[src/rtl/track_pkg.sv]
// Shared encodings for the track sequencer and the sensor synchronizer side:
// controller states, route phases and the condition codes driven on Selector.
package track_pkg;

    typedef enum logic [2:0] {
        ST_IDLE    = 3'd0,
        ST_REQ     = 3'd1,
        ST_SETTLE  = 3'd2,
        ST_SAMPLE  = 3'd3,
        ST_GAP     = 3'd4,
        ST_ADVANCE = 3'd5,
        ST_DONE    = 3'd6,
        ST_FAULT   = 3'd7
    } trackState_t;

    typedef enum logic [1:0] {
        PHASE_0 = 2'd0,
        PHASE_1 = 2'd1,
        PHASE_2 = 2'd2
    } phase_t;

    typedef enum logic [1:0] {
        COND_ENDS_OCCUPIED = 2'd0,
        COND_WEST_CLEAR    = 2'd1,
        COND_EAST_CLEAR    = 2'd2,
        COND_FORCED        = 2'd3
    } cond_t;

    localparam int TIMER_W    = 24;
    localparam int GAP_W      = 8;
    localparam int DEBOUNCE_W = 4;

    function automatic cond_t phaseCond(input phase_t p);
        case (p)
            PHASE_0: return COND_ENDS_OCCUPIED;
            PHASE_1: return COND_WEST_CLEAR;
            default: return COND_EAST_CLEAR;
        endcase
    endfunction

    // The last phase has no successor; it stays put.
    function automatic phase_t nextPhase(input phase_t p);
        return (p == PHASE_0) ? PHASE_1 : PHASE_2;
    endfunction

endpackage

[src/rtl/track_sequencer_poll_timer.sv]
// Poll-gap down-counter and per-phase timeout up-counter for the track sequencer.
// gapExpire is high on the last GAP cycle; timeoutExpire flags the cycle whose increment reaches TIMEOUT-1.
module poll_timer
    import track_pkg::*;
#(
    parameter int POLL_GAP = 4,
    parameter int TIMEOUT  = 1_000_000
) (
    input  logic clk,
    input  logic rst_n,
    input  logic gapLoad,
    input  logic gapRun,
    input  logic timeoutClear,
    input  logic timeoutRun,
    output logic gapExpire,
    output logic timeoutExpire
);

    localparam logic [GAP_W-1:0]   GAP_RELOAD   = GAP_W'(POLL_GAP - 1);
    localparam logic [TIMER_W-1:0] TIMEOUT_LAST = TIMER_W'(TIMEOUT - 1);
    localparam logic [TIMER_W-1:0] TIMEOUT_TRIP = TIMER_W'(TIMEOUT - 2);

    logic [GAP_W-1:0]   gapCnt;
    logic [TIMER_W-1:0] timeoutCnt;

    always_ff @(posedge clk) begin
        if (!rst_n) begin
            gapCnt     <= '0;
            timeoutCnt <= '0;
        end else begin
            if (gapLoad)
                gapCnt <= GAP_RELOAD;
            else if (gapRun && gapCnt != '0)
                gapCnt <= gapCnt - 1'b1;

            // Saturates so a stalled phase can never wrap back into range.
            if (timeoutClear)
                timeoutCnt <= '0;
            else if (timeoutRun && timeoutCnt != TIMEOUT_LAST)
                timeoutCnt <= timeoutCnt + 1'b1;
        end
    end

    assign gapExpire     = (gapCnt == '0);
    assign timeoutExpire = timeoutRun && (timeoutCnt >= TIMEOUT_TRIP);

endmodule

[src/rtl/track_sequencer.sv]
// Route controller: polls three track conditions in turn with debounce, throws the turnout, faults on timeout.
// Enable strobes one cycle per poll; the sensor side answers on Y two cycles later, no other handshake.
module track_sequencer
    import track_pkg::*;
#(
    parameter int POLL_GAP   = 4,
    parameter int DEBOUNCE_N = 3,
    parameter int TIMEOUT    = 1_000_000
) (
    input  logic       clk,
    input  logic       rst_n,
    input  logic       Start,
    input  logic       Ack,
    input  logic       Y,
    output logic [1:0] Selector,
    output logic       Enable,
    output logic       Switch,
    output logic       Stop,
    output logic       Busy,
    output logic       Done,
    output logic       Fault
);

    localparam logic [DEBOUNCE_W-1:0] DEBOUNCE_MAX = DEBOUNCE_W'(DEBOUNCE_N);

    trackState_t            state, nextState;
    phase_t                 phase;
    logic [DEBOUNCE_W-1:0]  debounceCnt, debounceNext;
    logic                   gapLoad, gapExpire, timeoutClear, timeoutRun, timeoutExpire;
    logic                   runStart;

    assign timeoutRun = state inside {ST_REQ, ST_SETTLE, ST_SAMPLE, ST_GAP};

    poll_timer #(
        .POLL_GAP (POLL_GAP),
        .TIMEOUT  (TIMEOUT)
    ) u_pollTimer (
        .clk           (clk),
        .rst_n         (rst_n),
        .gapLoad       (gapLoad),
        .gapRun        (state == ST_GAP),
        .timeoutClear  (timeoutClear),
        .timeoutRun    (timeoutRun),
        .gapExpire     (gapExpire),
        .timeoutExpire (timeoutExpire)
    );

    always_comb begin
        nextState    = state;
        debounceNext = debounceCnt;
        gapLoad      = 1'b0;
        timeoutClear = 1'b0;
        runStart     = 1'b0;
        case (state)
            ST_IDLE: begin
                if (Start) begin
                    nextState    = ST_REQ;
                    timeoutClear = 1'b1;
                    runStart     = 1'b1;
                    debounceNext = '0;
                end
            end
            ST_REQ:    nextState = ST_SETTLE;
            ST_SETTLE: nextState = ST_SAMPLE;
            ST_SAMPLE: begin
                if (Y)
                    debounceNext = (debounceCnt >= DEBOUNCE_MAX) ? DEBOUNCE_MAX : debounceCnt + 1'b1;
                else
                    debounceNext = '0;
                if (debounceNext == DEBOUNCE_MAX) begin
                    nextState = ST_ADVANCE;
                end else begin
                    nextState = ST_GAP;
                    gapLoad   = 1'b1;
                end
            end
            ST_GAP: begin
                if (gapExpire)
                    nextState = ST_REQ;
            end
            ST_ADVANCE: begin
                timeoutClear = 1'b1;
                debounceNext = '0;
                nextState    = (phase == PHASE_2) ? ST_DONE : ST_REQ;
            end
            ST_DONE, ST_FAULT: begin
                if (Ack)
                    nextState = ST_IDLE;
            end
            default: nextState = ST_IDLE;
        endcase
        // A phase that runs out of time faults even if this very sample completed the debounce.
        if (timeoutExpire)
            nextState = ST_FAULT;
    end

    always_ff @(posedge clk) begin
        if (!rst_n) begin
            state       <= ST_IDLE;
            phase       <= PHASE_0;
            debounceCnt <= '0;
            Switch      <= 1'b0;
            Stop        <= 1'b1;
        end else begin
            state       <= nextState;
            debounceCnt <= debounceNext;

            if (nextState == ST_IDLE || runStart) begin
                phase <= PHASE_0;
            end else if (state == ST_ADVANCE && nextState == ST_REQ) begin
                phase  <= nextPhase(phase);
                Switch <= (phase == PHASE_0);
            end

            if (runStart)
                Stop <= 1'b0;
            else if (nextState == ST_FAULT)
                Stop <= 1'b1;
            else if (state == ST_FAULT)
                Stop <= 1'b0;
        end
    end

    // During ADVANCE the selector already shows the next phase, so the first REQ of a phase sees a settled code.
    assign Selector = (state == ST_ADVANCE) ? phaseCond(nextPhase(phase)) : phaseCond(phase);
    assign Enable   = (state == ST_REQ);
    assign Busy     = state inside {ST_REQ, ST_SETTLE, ST_SAMPLE, ST_GAP, ST_ADVANCE};
    assign Done     = (state == ST_DONE);
    assign Fault    = (state == ST_FAULT);

endmodule
[config.mk]
export PLATFORM = sky130hd
export DESIGN_NAME = track_sequencer
export DESIGN_NICKNAME = d
export VERILOG_FILES = /design/src/rtl/track_pkg.sv /design/src/rtl/track_sequencer_poll_timer.sv /design/src/rtl/track_sequencer.sv
export SDC_FILE = /design/constraint.sdc
export NUM_CORES = 1
export LEC_CHECK = 0
export BUFFER_PORTS_ARGS = -buffer_cell sky130_fd_sc_hd__buf_2
export CORE_MARGIN = 2
export CORE_UTILIZATION = 30
export DETAILED_ROUTE_END_ITERATION = 8
export PLACE_DENSITY = 0.49
export RECOVER_POWER = 100
export SYNTH_ARGS = -nofsm -noshare
export SYNTH_HDL_FRONTEND = slang
export SYNTH_SLANG_ARGS = --single-unit
[constraint.sdc]
create_clock -name clk -period 2 [get_ports clk]
set_input_delay 0.1 -clock clk [delete_from_list [all_inputs] [get_ports clk]]
set_output_delay 0.1 -clock clk [all_outputs]
set_load 0.05 [all_outputs]
; ---- Word level (Yosys, flattened, before mapping)
; Cells that the tools add are included.
; Widths: inputs -> output; s select.
[totals]
input_bits = 5
wordCells = 78
out_inout_bits = 8
rom_bits = 0
register_bits = 43
latchBits = 0
memories = 0
ram_bits = 0
[op_classes]
n_reduce_logical = 22
eq_ne = 15
div = 0
magnitude_cmp = 2
n_addsub = 3
n_bitwise = 2
n_mux = 26
n_mul = 0
n_shift = 0
[ops]
columns = operator, n
row1 = $add 24x1->24 const B, 1
row2 = $ge 24x20->1 const B, 1
row3 = $ne 24x20->1 const B, 1
row4 = $pmux 3 s7, 1
row5 = $mux 4, 4
row6 = $eq 3x3->1 const B, 5
row7 = $mux 3, 5
row8 = $pmux 4 s3, 1
row9 = $logic_not 8->1, 1
row10 = $mux 1, 8
row11 = $mux 2, 4
row12 = $pmux 2 s2, 2
row13 = $reduce_bool 8->1, 1
row14 = $reduce_or 2->1, 4
row15 = $sub 8x1->8 const B, 1
row16 = $eq 3x1->1 const B, 2
row17 = $eq 3x2->1 const B, 2
row18 = $logic_not 3->1, 2
row19 = $reduce_bool 3->1, 2
row20 = $reduce_bool 5->1, 1
row21 = $add 4x1->4 const B, 1
row22 = $eq 2x1->1 const B, 2
row23 = $eq 4x2->1 const B, 1
row24 = $ge 4x2->1 const B, 1
row25 = other kinds (10), 16

; ---- Logic depth before layout (Yosys ltp)
; Gate-level depths: netlist (run 1).
[depth]
word_depth = 12
mapped_depth = 8
mapped_depth_nobuf = 7

; ---- Cells and area by module
; Synthesis (run 1) repeated with hierarchy kept, for this count alone.
[hier_totals]
cells_unflattened = 280
hier_area_um2 = 2443.6
[modules_own_cells]
columns = module, cells_each, n_inst, seq_area_each_um2, area_per_inst_um2
row1 = poll_timer, 193, 1, 640.6, 1709.1
row2 = track_sequencer, 87, 1, 220.2, 734.5

; ---- Worst setup path before layout (run 1)
; OpenSTA, ideal clock, no wires.
[synth_path]
path_kind = reg-to-output
start = register state[1]
end = output Done
t_required_ns = 1.900
setup_slack_ns = -0.017
arrival_ns = 1.917
path_stages_with_launch = 5
cell_sequence = dfxtp_1 -> buf_2 -> clkbuf_1 -> inv_1 -> nor3b_1
[synth_via]
elab_chain_cells = 1
[synth_rtl]
columns = item, line_no
row1 = start: declaration, track_sequencer.sv:26  ; trackState_t state, nextState;
row2 = start signal: assignment, track_sequencer.sv:105  ; state <= nextState;
row3 = $eq 3x3->1, track_sequencer.sv:128  ; assign Done = (state == ST_DONE);
row4 = end: declaration, track_sequencer.sv:20  ; output logic Done,
; Every way passes these cells.

; ---- Worst setup path in the final report (run 1)
[layout_path]
start = register u_pollTimer.timeoutCnt[10]
end = register u_pollTimer.timeoutCnt[3]
[layout_via]
elab_chain_cells = 2
[layout_rtl]
columns = item, line_no
row1 = start: declaration, track_sequencer_poll_timer.sv:24  ; logic [TIMER_W-1:0] timeoutCnt;
row2 = start signal: assignment, track_sequencer_poll_timer.sv:40  ; timeoutCnt <= timeoutCnt + 1'b1;
row3 = $ne 24x20->1, track_sequencer_poll_timer.sv:39  ; else if (timeoutRun && timeoutCnt != TIMEOUT_LAST)
row4 = $logic_and 1x1->1, track_sequencer_poll_timer.sv:39
; Every way passes these cells.
; A chain may end at the register's enable or synchronous reset.

==> results by group, run 1 <==
Status
  • Outcome: complete, no violations

Min path
  • End point of the most critical hold path: Stop
  • Number of cells on the worst hold path: 2
  • Class of the most critical hold timing path: input port to flop
  • Worst min-delay path startpoint: rst_n

GRT
  • Overall overflow remaining after global route: 0
  • Vias in the first global route: roughly 1,900
  • Global-route usage over all layers: 0.1322
  • Global-route wire length before repair: roughly 9100 µm
  • Largest net degree at the start of global routing: 13
  • Initial antenna violation count: 0

Logic synthesis
  • Count leader, synth: sky130_fd_sc_hd__dfxtp_1
  • Mean area per synthesized cell: around 8.3 µm²
  • Share of synthesized registers carrying an async set or reset: 0
  • Main area contributors after synthesis: sky130_fd_sc_hd__dfxtp_1, sky130_fd_sc_hd__nor2_1, sky130_fd_sc_hd__xor2_1
  • Post-synth design cell area: roughly 2300 µm²
  • Fraction of synthesized cell area taken by the top area cell type: 0.3683
  • Post-synthesis register bit count: 43
  • Most frequently used flop master after synthesis: sky130_fd_sc_hd__dfxtp_1
  • Commonest cells in the netlist: sky130_fd_sc_hd__dfxtp_1, sky130_fd_sc_hd__nor2_1, sky130_fd_sc_hd__nand2_1, sky130_fd_sc_hd__a21oi_1
  • Seq/Total Area, Yosys: 0.3683
  • Count of yosys warnings during synthesis: 0
  • Post-Synthesis Cells: around 280
  • Number of enable flip-flop cells after synthesis: 0
  • Synth unique cells: 57
  • Leading area contributor after synthesis: sky130_fd_sc_hd__dfxtp_1
  • Net Count, Synth: around 290

Cells and area
  • Nets: around 320
  • Share of final-layout standard cells stronger than drive strength 1: 0.1736
  • Relative area change from synthesis to final layout: 15.95%
  • Number of diodes added for antenna fixing: 0
  • Area of the multi-input gates: 1411 µm²
  • # fillers: just over 800
  • Register area: between 800 and 900 µm²

Critical path
  • Crit-path max FO: 7
  • Critical path required time: 2230 ps
  • Startpoint of the worst-slack reg-to-reg timing path: u_pollTimer.timeoutCnt[10]
  • Type of element launching the critical path: flop
  • Terminus of the critical flop-to-flop path: u_pollTimer.timeoutCnt[3]
  • Slack of the worst reg-to-reg path: 110 ps
  • Capturing element type of the critical path: flop
  • Arrival time of the worst setup path: ~2100 ps
  • Worst Reg-to-Reg Cells: 6
  • WS Path Type: flop to flop

Timing
  • Part of the cycle the worst path needs: 0.9437
  • Relative slew slack: 0.5981
  • Setup repair after global routing missed its margin: false
  • Number of slew-limit violations in the final report: 0
  • Number of hold violations in the final report: 0
  • Time the final worst path needs with I/O delays and setup: roughly 1900 ps
  • Endpoints failing setup: 0
  • Total negative slack: 0 ps
  • Slack of the critical path: ~110 ps
  • Slew @ Worst Pin: 605.5 ps
  • Max Fclk: approximately 530 MHz
  • Clock Skews: 8.716 ps

Clocking
  • Number of buffers inserted during clock tree synthesis: 5
  • Clock tree root driver cell: sky130_fd_sc_hd__clkbuf_8
  • Clk buf depth: 2
  • Worst skew pair latency: approximately 290 ps
  • Clock transition at the registers of the reported paths: 80 ps
  • H-tree depth: 2
  • CTS tree: yes
  • # clock sinks: 43

Routing
  • Total vias in the final route: between 2,000 and 2,500
  • Per-cell routed wire length: between 10 and 15 µm
  • Initial detailed-routing violation count: 100
  • Remaining antenna violation count after routing: 0
  • Post-detailed-route DRC marker count: 0
  • WL final: slightly above 5000 µm
  • Via count normalized by instance count: between 4 and 5
  • Iteration count of the initial detailed-routing pass: 4

Place
  • Worst slack at placement: 60.45 ps
  • Weighted congestion at the end of routability-driven global placement: around 0.82
  • Port buffer count: 12
  • HPWL after DPL: between 3000 and 4000 µm

Run
  • Max cap viols: 0

Die
  • Initial Utilization: 0.3056
  • Cell Rows: 32
  • Core Region: approximately 7600 µm²
  • Die Footprint: 8513 µm²
  • Number of I/O pins: 13
  • Die height: 92.27 µm
  • Horiz. Die Dim: 92.27 µm

Pwr
  • Power density over the cells: 625.9 nW/µm²
  • Maximum VDD drop: ~0.27 mV
  • PnR Total Power: about 1700 µW
  • Reported leakage power: about 0.0011 µW
==> metrics by stage <==
step | hold slack (ps) | instance area, µm² | util | cells
after floorplan | 188.9 | 2342 | - | 283
after global routing | 46.84 | 2710 | 0.3544 | 413
after detailed placement | 370.6 | 2619 | 0.3424 | 405
after global placement | 363.0 | 2619 | 0.3424 | 405
final | 62.64 | 2710 | 0.3544 | 413
after CTS | 50.14 | 2706 | 0.3539 | 412
==> state kept, by name, indices dropped and copies added, names as in the netlist <==
| name | count |
|---|---|
| Switch | 1 |
| state | 3 |
| u_pollTimer.gapCnt | 8 |
| Stop | 1 |
| u_pollTimer.timeoutCnt | 24 |
| debounceCnt | 4 |
| phase | 2 |
==> placed cells by master (no fill, tap or decap), drive strengths merged, types with 3 or more instances in the layout <==
| cell | Yosys | routed |
|---|---|---|
| ha | 5 | 5 |
| nor3 | 7 | 7 |
| a31o | 3 | 3 |
| o21ai | 11 | 11 |
| dfxtp | 43 | 43 |
| nor2 | 37 | 37 |
| a211oi | 5 | 5 |
| o2111ai | 3 | 3 |
| buf | 5 | 20 |
| nor3b | 3 | 3 |
| a21oi | 17 | 17 |
| nand3 | 13 | 13 |
| and2 | 4 | 4 |
| xnor2 | 5 | 5 |
| nor4 | 3 | 3 |
| mux2i | 4 | 4 |
| nand2b | 6 | 6 |
| xor2 | 13 | 13 |
| and3 | 8 | 8 |
| clkbuf | 6 | 18 |
| nand4 | 13 | 13 |
| inv | 8 | 8 |
| or3 | 6 | 6 |
| nand2 | 26 | 26 |
==> final cells by class <==
class / count / area share
clock inverters: 1 / 0.001847
repair buffers: 32 / 0.07064
clock buffers: 6 / 0.03047
inverters: 8 / 0.01108
flip-flops and latches: 43 / 0.3181
well taps: 102 / 0.04709
multi-input cells: 221 / 0.5208
==> worst max-delay path by stage <==
stage / startpoint / cells past startpoint / end
after floorplan: u_pollTimer.timeoutCnt[9] / 5 / u_pollTimer.timeoutCnt[17]
after global placement: u_pollTimer.timeoutCnt[9] / 4 / state[0]
after detailed placement: u_pollTimer.timeoutCnt[9] / 4 / state[0]
after CTS: u_pollTimer.timeoutCnt[9] / 4 / state[0]
after global routing: state[2] / 5 / Busy
final: u_pollTimer.timeoutCnt[10] / 6 / u_pollTimer.timeoutCnt[3]
==> what timing repair did <==
action | 4_1_cts | 5_1_grt
resized for setup | 0 | 6
setup buffers | 0 | 1
endpoints found under the setup margin | 0 | 16
endpoints found under the hold margin | 0 | 0
hold buffers | 0 | 0
==> cells by family after synthesis <==
| group | synth area share |
|---|---|
| compound gates | 0.1547 |
| simple gates | 0.3298 |
| fa+ha+maj | 0.02677 |
| xor+xnor | 0.06745 |
| mux | 0.01713 |
| buf+inv | 0.03586 |
| flops | 0.3683 |
==> where the power goes <==
part / leakage [µW] / total [µW] / internal (µW) / switching, µW
logic: 0.000666 / 237 / 80.1 / 157
registers: 0.000348 / 896 / 872 / 24.1
clock network: 0.0000470 / 563 / 271 / 291
==> layer usage <==
metal,share of wire,global-route usage,vias up
met5,0,0,-
met4,0.013,0.04104,0
met3,0.028,0.02629,8
met2,0.44,0.2083,22
met1,0.52,0.1819,923
li1,-,-,1070
==> worst max-delay path: stages (launching register included) <==
cell and delay (ps):
sky130_fd_sc_hd__dfxtp_1 360, sky130_fd_sc_hd__or4_4 600, sky130_fd_sc_hd__nor4_4 320, sky130_fd_sc_hd__buf_4 190
sky130_fd_sc_hd__a21oi_4 80, sky130_fd_sc_hd__nand3_1 100, sky130_fd_sc_hd__mux2i_1 180
No activity file was read; power rests on OpenSTA's default activity.
==> run 2: changes to the inputs <==
--- a/config.mk
+++ b/config.mk
@@ -6,10 +6,12 @@
 export NUM_CORES = 1
 export LEC_CHECK = 0
 export BUFFER_PORTS_ARGS = -buffer_cell sky130_fd_sc_hd__buf_2
+export CELL_PAD_IN_SITES_DETAIL_PLACEMENT = 1
+export CELL_PAD_IN_SITES_GLOBAL_PLACEMENT = 1
 export CORE_MARGIN = 2
 export CORE_UTILIZATION = 30
 export DETAILED_ROUTE_END_ITERATION = 8
-export PLACE_DENSITY = 0.49
+export PLACE_DENSITY = 0.6
 export RECOVER_POWER = 100
 export SYNTH_ARGS = -nofsm -noshare
 export SYNTH_HDL_FRONTEND = slang
==> run 2 against run 1 <==
Compared with the run above: combinational power increased by 2%; cell area increased by 0.14%; clock skew decreased by 5.4 ps; maximum frequency decreased by 2.1%; largest power group unchanged.
==> results by group, run 2 (synthesized netlist as in run 1, its figures left out) <==
Status
  • Outcome: complete, no violations

Min path
  • Class of the most critical hold timing path: input port to flop

Die
  • Die Footprint: 8513 µm² (unchanged)
  • Number of I/O pins: 13 (unchanged)
  • Die height: 92.27 µm (unchanged)
  • Initial Utilization: 0.3056 (unchanged)
  • Core Region: 7647 µm² (unchanged)
  • Cell Rows: 32 (unchanged)
  • Horiz. Die Dim: 92.27 µm (unchanged)

Pwr
  • Combinational share of power: 0.143 (+0.003)
  • Maximum VDD drop: 0.3010 mV (+11%)
  • Net Switching: 497.5 µW (+5.3%)
  • Sw frac: 0.2950 (+0.01632)
  • Cell-internal power: 1189 µW (-2.8%)
  • Power density over the cells: 621.5 nW/µm² (-0.70%)
  • Power share of the sequential group: 0.528 (about the same)
  • Proportion of power drawn by the clock network: 0.329 (-0.003)
  • Reported leakage power: 0.001062 µW (about the same)

Critical path
  • Dominant delay contributor by cell family on the critical path: simple AND/OR/NAND/NOR gates
  • Capturing element type of the critical path: flop
  • Crit-path max FO: 7 (unchanged)
  • Number of buffers and inverters on the critical path: 0 (-1)
  • Type of element launching the critical path: flop
  • Critical path's largest stage delay: 570 ps (-30 ps)
  • Arrival time of the worst setup path: 2160 ps (+50 ps)
  • Critical-path cell list: or4bb_4 > nor4_4 > a21oi_2 > nand3_1 > mux2i_1
  • Highest-delay cell along the critical path: sky130_fd_sc_hd__or4bb_4
  • Critical path required time: 2230 ps (about the same)
  • Slack of the worst reg-to-reg path: 70 ps (-40 ps)
  • WS Path Type: flop to flop

Timing
  • Endpoints failing setup: 0 (unchanged)
  • Number of slew-limit violations in the final report: 0 (unchanged)
  • Time the final worst path needs with I/O delays and setup: 1929 ps (+41.20 ps)
  • Relative slew slack: 0.6046 (+0.006534)
  • Slack of the critical path: 71.42 ps (-41.20 ps)
  • Clock Skews: 3.349 ps (-5.367 ps)
  • Slew @ Worst Pin: 595.7 ps (-9.843 ps)
  • Number of hold violations in the final report: 0 (unchanged)
  • Max Fclk: 518.5 MHz (-2.1%)
  • Total negative slack: 0 ps (unchanged)
  • Setup repair after global routing missed its margin: true
  • Part of the cycle the worst path needs: 0.9643 (+0.02060)

Clocking
  • Number of setup buffers added after CTS: 0 (unchanged)
  • # clock sinks: 43 (unchanged)
  • Cts-stage hold buffer count: 0 (unchanged)
  • Clock transition at the registers of the reported paths: 90 ps (about the same)
  • Worst skew pair latency: 290 ps (about the same)
  • H-tree depth: 2 (unchanged)
  • Number of buffers inserted during clock tree synthesis: 5 (unchanged)
  • Clk buf depth: 2 (unchanged)
  • Resize count post-CTS: 0 (unchanged)
  • CTS tree: yes
  • Clock tree root driver cell: sky130_fd_sc_hd__clkbuf_8

Cells and area
  • Share of final-layout standard cells stronger than drive strength 1: 0.1859 (+0.01226)
  • Commonest non-fill, non-tap cells in the layout: sky130_fd_sc_hd__dfxtp_1, sky130_fd_sc_hd__nor2_1, sky130_fd_sc_hd__nand2_1
  • Number of diodes added for antenna fixing: 0 (unchanged)
  • Number of flip-flops under the largest register name: 24 (unchanged)
  • Register containing the most flip-flops in the final layout: u_pollTimer.timeoutCnt
  • Most common cell after layout, fill and taps aside: sky130_fd_sc_hd__dfxtp_1
  • Registers with the most flip-flops: u_pollTimer.timeoutCnt: 24 flops, u_pollTimer.gapCnt: 8 flops, debounceCnt: 4 flops
  • Nets: 321 (unchanged)
  • Relative area change from synthesis to final layout: 16.11%

GRT
  • Global-route wire length before repair: 10,050 µm (+11%)
  • Global-route usage over all layers: 0.1469 (+0.01476)
  • Vias in the first global route: 2,088 (+9.3%)
  • Initial antenna violation count: 0 (unchanged)
  • Largest net degree at the start of global routing: 14 (+1)
  • Overall overflow remaining after global route: 0 (unchanged)

Routing
  • Remaining antenna violation count after routing: 0 (unchanged)
  • Iteration count of the initial detailed-routing pass: 4 (unchanged)
  • Per-cell routed wire length: 14.40 µm (+15%)
  • Total vias in the final route: 2,102 (+3.9%)
  • WL final: 5963 µm (+15%)
  • Via count normalized by instance count: 5.077 (+3.7%)
  • Initial detailed-routing violation count: 55 (-45%)
  • Post-detailed-route DRC marker count: 0 (unchanged)

Place
  • Worst slack at placement: 27.28 ps (-33.17 ps)
  • Weighted congestion at the end of routability-driven global placement: 0.7541 (-8.1%)
  • Port buffer count: 12 (unchanged)
  • HPWL after DPL: 4547 µm (+18%)

Run
  • Max cap viols: 0 (unchanged)
## run 2: cell types whose count changed in the layout (fill, tap and decap cells not counted)
cell,before,now
sky130_fd_sc_hd__a21boi_4,1,0
sky130_fd_sc_hd__a21boi_2,0,1
sky130_fd_sc_hd__and3_2,1,0
sky130_fd_sc_hd__buf_4,15,17
sky130_fd_sc_hd__o2111ai_2,0,1
sky130_fd_sc_hd__a21oi_2,0,3
sky130_fd_sc_hd__and3_4,0,1
sky130_fd_sc_hd__buf_2,5,6
sky130_fd_sc_hd__clkbuf_8,6,5
sky130_fd_sc_hd__clkinv_2,1,3
sky130_fd_sc_hd__a21oi_4,1,0
sky130_fd_sc_hd__o2111ai_1,3,2
sky130_fd_sc_hd__clkbuf_2,7,4
sky130_fd_sc_hd__a21oi_1,16,14
## run 2: worst min-delay path, cell delays in order
cell	delay (ps)
sky130_fd_sc_hd__buf_2	90
sky130_fd_sc_hd__a32oi_1	50
sky130_fd_sc_hd__nor2_1	80
## run 2: power by group through the flow
stage,combinational [µW],sequential [µW],clock [µW]
after global placement,246,911,0
final,241,891,554
after CTS,249,891,581
after floorplan,168,913,0
after detailed placement,248,912,0
after global routing,272,895,610
## run 2: through the flow
stage | std cells | util | hold WS (ps) | cell area, µm² | total power (µW)
global route | 414 | 0.3549 | 67.38 | 2714 | 1777
CTS | 414 | 0.3544 | 53.17 | 2710 | 1722
global placement | 406 | 0.3434 | 354.3 | 2626 | 1158
finish | 414 | 0.3549 | 58.28 | 2714 | 1687
detailed placement | 406 | 0.3434 | 363.9 | 2626 | 1160
floorplan | 283 | - | 188.9 | 2342 | 1081
## run 2: area by class of cell
class	count	area (µm²)
Clock buffer	5	68.82
Clock inverter	3	15.01
Fill cell	913	4933
Inverter	8	30.03
Multi-Input combinational cell	221	1414
Sequential cell	43	862.1
Tap cell	102	127.6
Timing Repair Buffer	32	196.4
## run 2: per-layer routing
metal / vias to the layer above / wire length [µm] / part of all wire / track usage
li1: 1072 / - / - / -
met1: 1015 / 3050 / 0.51 / 0.2019
met2: 11 / 2758 / 0.46 / 0.2353
met3: 4 / 91 / 0.015 / 0.02547
met4: 0 / 62 / 0.010 / 0.04478
met5: - / 0 / 0 / 0
## run 2: worst paths after layout
kind                             start  depth (start not counted)                   endpoint
max          u_pollTimer.timeoutCnt[8]                          5  u_pollTimer.timeoutCnt[3]
min                                  Y                          3             debounceCnt[1]
max reg2reg  u_pollTimer.timeoutCnt[8]                          5  u_pollTimer.timeoutCnt[3]
min reg2reg             debounceCnt[3]                          1             debounceCnt[3]
